**config.mk**
```make
export PLATFORM = sky130hd
export DESIGN_NAME = rnd_seq_ctrl
export DESIGN_NICKNAME = d
export VERILOG_FILES = /design/src/rtl/rnd_pkg.sv /design/src/rtl/rnd_lat_pipe.sv /design/src/rtl/rnd_seq_ctrl.sv
export SDC_FILE = /design/constraint.sdc
export NUM_CORES = 1
export LEC_CHECK = 0
export ABC_AREA = 1
export CAP_MARGIN = 15
export CORE_MARGIN = 5
export CORE_UTILIZATION = 59
export CTS_CLUSTER_DIAMETER = 80
export DETAILED_ROUTE_END_ITERATION = 6
export PLACE_DENSITY_LB_ADDON = 0.05
export SLEW_MARGIN = 20
export SYNTH_ARGS = -nofsm -noshare
export SYNTH_HDL_FRONTEND = slang
export SYNTH_SLANG_ARGS = --single-unit
```
**constraint.sdc**
```tcl
create_clock -name clk -period 4.8 [get_ports clk]
set_clock_uncertainty 0.15 [all_clocks]
set_input_delay 0.96 -clock clk [delete_from_list [all_inputs] [get_ports clk]]
set_output_delay 0.96 -clock clk [all_outputs]
set_load 0.01 [all_outputs]
```
**src/rtl/rnd_pkg.sv**
```systemverilog
// rnd_pkg: shared state and command encodings for the random vector sequencer
package rnd_pkg;
  typedef enum logic [2:0] {
    INIT    = 3'd0,
    IDLE    = 3'd1,
    SAVE    = 3'd2,
    RESTORE = 3'd3,
    RUN     = 3'd4,
    DONE    = 3'd5
  } state_t;
  localparam logic CMD_FRESH  = 1'b0;
  localparam logic CMD_REPLAY = 1'b1;
endpackage

```
**src/rtl/rnd_lat_pipe.sv**
```systemverilog
// rnd_lat_pipe: LAT-deep valid shift register with synchronous clear
module rnd_lat_pipe #(
  parameter int LAT = 1
) (
  input  logic clk,
  input  logic clr_i,
  input  logic in_i,
  output logic out_o
);
  logic [LAT-1:0] sr_q;
  always_ff @(posedge clk) begin
    if (clr_i) sr_q <= '0;
    else sr_q <= LAT'({sr_q, in_i});
  end
  assign out_o = sr_q[LAT-1];
endmodule

```
**src/rtl/rnd_seq_ctrl.sv**
```systemverilog
// rnd_seq_ctrl: burst sequencer driving the init/save/restore/next strobes of rnd_vec_gen
module rnd_seq_ctrl import rnd_pkg::*; #(
  parameter int LEN_W   = 16,
  parameter int GEN_LAT = 1
) (
  input  logic             clk,
  input  logic             rst,
  input  logic             cmd_valid,
  input  logic             cmd_replay,
  input  logic [LEN_W-1:0] cmd_len,
  output logic             cmd_ready,
  input  logic             pause,
  output logic             gen_init,
  output logic             gen_save,
  output logic             gen_restore,
  output logic             gen_next,
  output logic             vec_valid,
  output logic [LEN_W-1:0] vec_idx,
  output logic             busy,
  output logic             done,
  output logic             err
);
  state_t           state_q;
  logic             has_ckpt_q, err_q;
  logic [LEN_W-1:0] len_q, issued_q, emitted_q, emitted_d;
  // gen_init is gated by rst so the INIT strobe only shows once reset is released
  assign gen_init    = state_q == INIT && !rst;
  assign cmd_ready   = state_q == IDLE;
  assign gen_save    = state_q == SAVE;
  assign gen_restore = state_q == RESTORE;
  assign gen_next    = state_q == RUN && !pause && issued_q < len_q;
  assign busy        = state_q inside {SAVE, RESTORE, RUN};
  assign done        = state_q == DONE;
  assign err         = err_q;
  assign vec_idx     = emitted_q;
  assign emitted_d   = emitted_q + LEN_W'(vec_valid);
  rnd_lat_pipe #(.LAT(GEN_LAT)) u_pipe (
    .clk   (clk),
    .clr_i (rst),
    .in_i  (gen_next),
    .out_o (vec_valid)
  );
  always_ff @(posedge clk) begin
    if (rst) begin
      state_q    <= INIT;
      has_ckpt_q <= 1'b0;
      err_q      <= 1'b0;
      len_q      <= '0;
      issued_q   <= '0;
      emitted_q  <= '0;
    end else begin
      err_q <= 1'b0;
      case (state_q)
        INIT: state_q <= IDLE;
        IDLE: if (cmd_valid) begin
          if (cmd_replay == CMD_FRESH || has_ckpt_q) begin
            len_q     <= cmd_len;
            issued_q  <= '0;
            emitted_q <= '0;
            state_q   <= cmd_replay == CMD_REPLAY ? RESTORE : SAVE;
          end else err_q <= 1'b1;
        end
        SAVE: begin
          has_ckpt_q <= 1'b1;
          state_q    <= len_q == '0 ? DONE : RUN;
        end
        RESTORE: state_q <= len_q == '0 ? DONE : RUN;
        RUN: begin
          issued_q  <= issued_q + LEN_W'(gen_next);
          emitted_q <= emitted_d;
          if (emitted_d == len_q) state_q <= DONE;
        end
        DONE: state_q <= IDLE;
        default: state_q <= INIT;
      endcase
    end
  end
endmodule

```
# [Word-level counts from Yosys, hierarchy flattened]
# Cells that the tools add are included.
[classes] bitwise_logic=3 add_sub_neg=2 muxes=11 n_reduce_logical=16 n_lt_le_gt_ge=1 n_eq_ne=9
[ops] op="16-bit one-hot mux with 2 select lines" count=2
[ops] op="16-bit by 1-bit adder with 16-bit output" count=2
[ops] op="16-bit 2-to-1 mux" count=2
[ops] op="16-bit equality test" count=1
[ops] op="16-bit zero test" count=1
[ops] op="16-bit less-than comparator" count=1
[ops] op="3-bit one-hot mux with 4 select lines" count=1
[ops] op="3-bit 2-to-1 mux" count=3
[ops] op="3-bit AND reduction" count=3
[ops] op="3-bit by 2-bit equality test with 1-bit output, second input constant" count=2
[ops] op="3-bit equality test, second input constant" count=2
[ops] op="2-bit by 1-bit inequality test with 1-bit output, second input constant" count=2
[ops] op="2-bit OR reduction" count=2
[ops] op="3-bit by 1-bit equality test with 1-bit output, second input constant" count=1
[ops] op="1-bit logical AND" count=3
[ops] op="3-bit zero test" count=1
[ops] op="1-bit 2-to-1 mux" count=3
[ops] op="1-bit inverter" count=3
[ops] op="3-bit nonzero test" count=1
[ops] op="3-bit OR reduction" count=1
[ops] op="1-bit zero test" count=2
[ops] op="2-bit inequality test, second input constant" count=1
[ops] op="2-bit nonzero test" count=1
[ops] op="1-bit logical OR" count=1
[word_totals] ff_bits=54 elab_cells=49

# [Longest topological paths before layout]
[logic_depth] depth_word=5 depth_mapped=20 depth_no_buf=20

# [By module]
# Synthesis repeated with hierarchy kept, for this count alone.
[hier_totals] cells_unflattened=478 hier_area_um2=3229.3
[by_module_without_submodules] mod="rnd_seq_ctrl" seq_area_each_um2=1061.0 area_per_inst_um2=3199.3 cells_per_inst=475 instances=1
[by_module_without_submodules] mod="rnd_lat_pipe" seq_area_each_um2=20.0 area_per_inst_um2=30.0 cells_per_inst=3 instances=1

# [Least setup slack after synthesis]
# No wires, ideal clock.
[synth_path] kind="register -> register" start="register len_q[1]" end="register issued_q[14]" t_arrival_ns=2.325 slack_ns=2.256 setup_ns=0.070 stages_incl_launch_ff=20 period_less_slack_ns=2.544 path_cell_list="dfxtp_1 inv_1 ha_1 o21ai_0 nand2_1 nand3_1 nand2_1 nand3_1 a21oi_1 o21ai_0 nand3_1 inv_1 ha_1 nand2_1 nor3_1 nor3b_4 nand2_1 nor3_2 o21ai_0 a21oi_1"
[synth_between] elab_chain_cells=4
[synth_rtl] element="from (decl)" line_no="rnd_seq_ctrl.sv:25" text="logic [LEN_W-1:0] len_q, issued_q, emitted_q, emitted_d;"
[synth_rtl] element="from (signal assigned)" line_no="rnd_seq_ctrl.sv:57" text="len_q <= cmd_len;"
[synth_rtl] element="16-bit less-than comparator" line_no="rnd_seq_ctrl.sv:31" text="assign gen_next = state_q == RUN && !pause && issued_q < len_q;"
[synth_rtl] element="1-bit logical AND" line_no="rnd_seq_ctrl.sv:31"
[synth_rtl] element="net gen_next" line_no="rnd_seq_ctrl.sv:16" text="output logic gen_next,"
[synth_rtl] element="16-bit by 1-bit adder with 16-bit output" line_no="rnd_seq_ctrl.sv:69" text="issued_q <= issued_q + LEN_W'(gen_next);"
[synth_rtl] element="16-bit one-hot mux with 2 select lines" line_no="rnd_seq_ctrl.sv:53" text="case (state_q)"
[synth_rtl] element="to (signal assigned)" line_no="rnd_seq_ctrl.sv:69"
[synth_rtl] element="to (decl)" line_no="rnd_seq_ctrl.sv:25"
# The timed path passes the listed nets, and every way through them passes these cells.
# A chain may end at the register's enable or synchronous reset.

# [Final worst setup path]
[layout_path] start="register len_q[13]" end="output gen_next"
[layout_between] elab_chain_cells=2
[layout_rtl] element="16-bit less-than comparator" line_no="rnd_seq_ctrl.sv:31"
[layout_rtl] element="1-bit logical AND" line_no="rnd_seq_ctrl.sv:31"
[layout_rtl] element="to (decl)" line_no="rnd_seq_ctrl.sv:16"
# Every way passes these cells.

==> qor.yml <==
outcome:
  status: "finished clean"
layout:
  antennaDiodeCount: 0
  stdcell_count: 594
  stdcell_area_um2: 3790
  most-common-layout-cells: "124 x nand2_1, 60 x inv_1, 54 x dfxtp_1"
  final_common_cell: "nand2_1"
  layout-drive-gt1-share_pct: 4.58
  fin_util_pct: 72.8
  layout.nets: 565
  syn_to_final_growth_pct: 18.1
yosys:
  synth.distinct_cells: 34
  synth_xor_xnor_area_share_pct: 1.09
  synth.avg_cell_area_um2: 6.65
  synth_top_family_by_area: "simple AND/OR/NAND/NOR gates"
  yosys.area_share.adder_pct: 7.41
  yosys-mux-area-fraction_pct: 0
  synth-compound-area-share_pct: 14.5
  ys_ff_latch: 54
  synth_area_um2: 3210
  synth_top_area_share_pct: 33.7
  yosys.area_share.simple_pct: 34.4
  yosysTopAreaCell: "dfxtp_1"
  yosysSeqAreaShare_pct: 33.7
  async_flop_share_pct: 0
  synth_edf_count: 0
  synth_top_flop_cell: "dfxtp_1"
  synthTopCellsByArea: "dfxtp_1 34%, nand2_1 15%, a21oi_1 7.8%, ha_1 7.4%, inv_1 7.0%"
  postSynthCellCount: 482
  yosysWarnings: 0
  syn_nets: 522
timing:
  finalSetupViolCount: 0
  finalSetupTns_ps: 0
  fmaxAchievable_mhz: 286
  rsz0062_at_grt: "no"
  slew_headroom_pct: 47.4
  finalCritPeriodShare_pct: 72.8
  fin_crit_ps: 3490
  hold_violations: 0
  final-max-slew-violation-count: 0
  tightest_slew_ps: 788
global_routing:
  overflow: 0
  grt_max_degree: 34
  grt_pass1_vias: 3038
  antenna_found_initial: 0
  track_usage_pct: 23.0
  grt_first_pass_wirelength_um: 13500
critical_path:
  r2r_end: "issued_q[14]"
  reg2reg_from: "len_q[13]"
  worst_ep_required_time_ps: 3690
  start_kind: "register"
  cp.arrival_ps: 2380
  end_kind: "primary output"
  reg2reg_slack_ps: 1850
  rr_worst_depth: 17
  cp_top_family: "buffers and inverters"
  cp_slowest_stage_delay_ps: 540
  worstSetupPathType: "reg -> out"
  cp-startpoint: "len_q[13]"
  cpMostUsedCell: "inv_1"
  path_cells: "inv_1 > ha_1 > nand2_1 > inv_1 > o21ai_0 > nand2_1 > a21oi_1 > nand3_1 > inv_1 > clkdlybuf4s50_1"
  critPathSlowestCell: "clkdlybuf4s50_1"
  worst-path-buf-inv: 4
  path_max_fanout: 4
die:
  die_y_um: 83.7
  die_x_um: 83.7
  die_area_um2: 7010
  start_util_pct: 61.6
  design.core.area_um2: 5200
  fp-row-count: 26
  ios: 46
placed_design:
  placedCellCount: 588
  dpl_cell_area_um2: 3710
  hpwl_um: 6190
  place_congestion: 0.930
  io_buffers: 45
hold_path:
  min_from: "issued_q[15]"
  hold_path.class: "reg -> reg"
  hold_end: "issued_q[15]"
  holdPathStages: 1
job:
  drv_cap: 0
power_and_ir_drop:
  powerDensity_nw_per_um2: 222
  cellLeakagePower_nw: 1.54
  peakVddDrop_mv: 0.142
route:
  vias: 3221
  wl_um: 8060
  drtIter0Drc: 247
  wl_per_cell_um: 13.6
  dr.pass1.iters: 5
  drc: 0
  antenna_left: 0
  avgViaCountPerCell: 5.42
clocking:
  cts-root-buf: "clkbuf_8"
  tritoncts: "built"
  cts_buffer_depth: 2
  htree_levels: 2
  cts_made_buffers: 5
  clock_latency_ps: 310
  cts_resized: 0
  cts_hold_buf: 0
  postCtsSetupRepairBufs: 0
  clkSinkCount: 54
  path_clk_slew_ps: 100
## how the worst max path moves through the flow
| stage | end | slack (ps) | cells after the start |
|---|---|---|---|
| global placement | gen_init | 1360 | 4 |
| global route | gen_next | 1080 | 12 |
| CTS | gen_next | 1290 | 10 |
| finish | gen_next | 1310 | 10 |
| detailed placement | gen_init | 1340 | 4 |
| floorplan | issued_q[14] | 2260 | 19 |
## synthesized netlist by cell type (all sizes together) (2+ instances only)
cell / number
nand3: 40
nand4: 12
o21a: 2
clkbuf: 7
dfxtp: 54
ha: 19
xor2: 2
xnor2: 2
nand2: 127
nor4: 2
nor2: 46
inv: 63
nor3: 16
o21ai: 29
buf: 3
a21oi: 50
o21bai: 2
## registers in the layout (all words and copies together), names as in the netlist
signal and cells:
err 1, has_ckpt_q 1, issued_q 16, len_q 16, state_q 3, u_pipe.out_o 1
vec_idx 16
## worst reg2reg max path: stages, from the launching register on
cell and delay (ps):
dfxtp_1 340, inv_1 100, ha_1 330, nand2_1 70
inv_1 30, o21ai_0 140, nand2_1 70, a21oi_1 180
nand3_1 130, inv_1 120, ha_1 150, nand2_1 80
nor3_1 190, nor3b_4 290, nand2_1 100, nor3_2 140
o21ai_0 100, a21oi_1 150
## layout make-up
cell class,instances,area [µm²]
repair buffers,46,458
clock buffers,6,82.6
well taps,70,87.6
multi-input cells,355,1840
flip-flops and latches,54,1080
inverters,63,239
fillers,442,1420
## per-stage QoR
stage          total power, mW  worst slack, ps  hold slack (ps)
2_1_floorplan            0.551             2260              282
3_3_place_gp             0.591             1360              298
3_5_place_dp             0.593             1340              317
4_1_cts                  0.840             1290              335
5_1_grt                  0.877             1080              358
6_report                 0.840             1310              333
## cells by family after synthesis
kind of cell	after synthesis
buffers and inverters	73
and+or+nand+nor	244
adders and majority gates	19
xor gates and xnor gates	4
DFF	54
AOI/OAI and AO/OA	88
## per-layer routing
| layer | up-vias | share of wire (%) | wire, µm | GRT usage [%] |
|---|---|---|---|---|
| li1 | 1667 | - | - | - |
| met2 | 96 | 49 | 3910 | 39.9 |
| met5 | - | 0 | 0 | 0 |
| met3 | 18 | 4.4 | 357 | 3.26 |
| met1 | 1440 | 45 | 3650 | 29.0 |
| met4 | 0 | 1.8 | 141 | 8.19 |
## where the power goes
| part | internal (mW) | leakage, nW | switching (mW) |
|---|---|---|---|
| Combinational | 0.0493 | 1.06 | 0.0704 |
| Clock | 0.112 | 0.0431 | 0.143 |
| Sequential | 0.458 | 0.437 | 0.00786 |
| Total | 0.619 | 1.54 | 0.221 |
No activity file was read; power rests on OpenSTA's default activity.
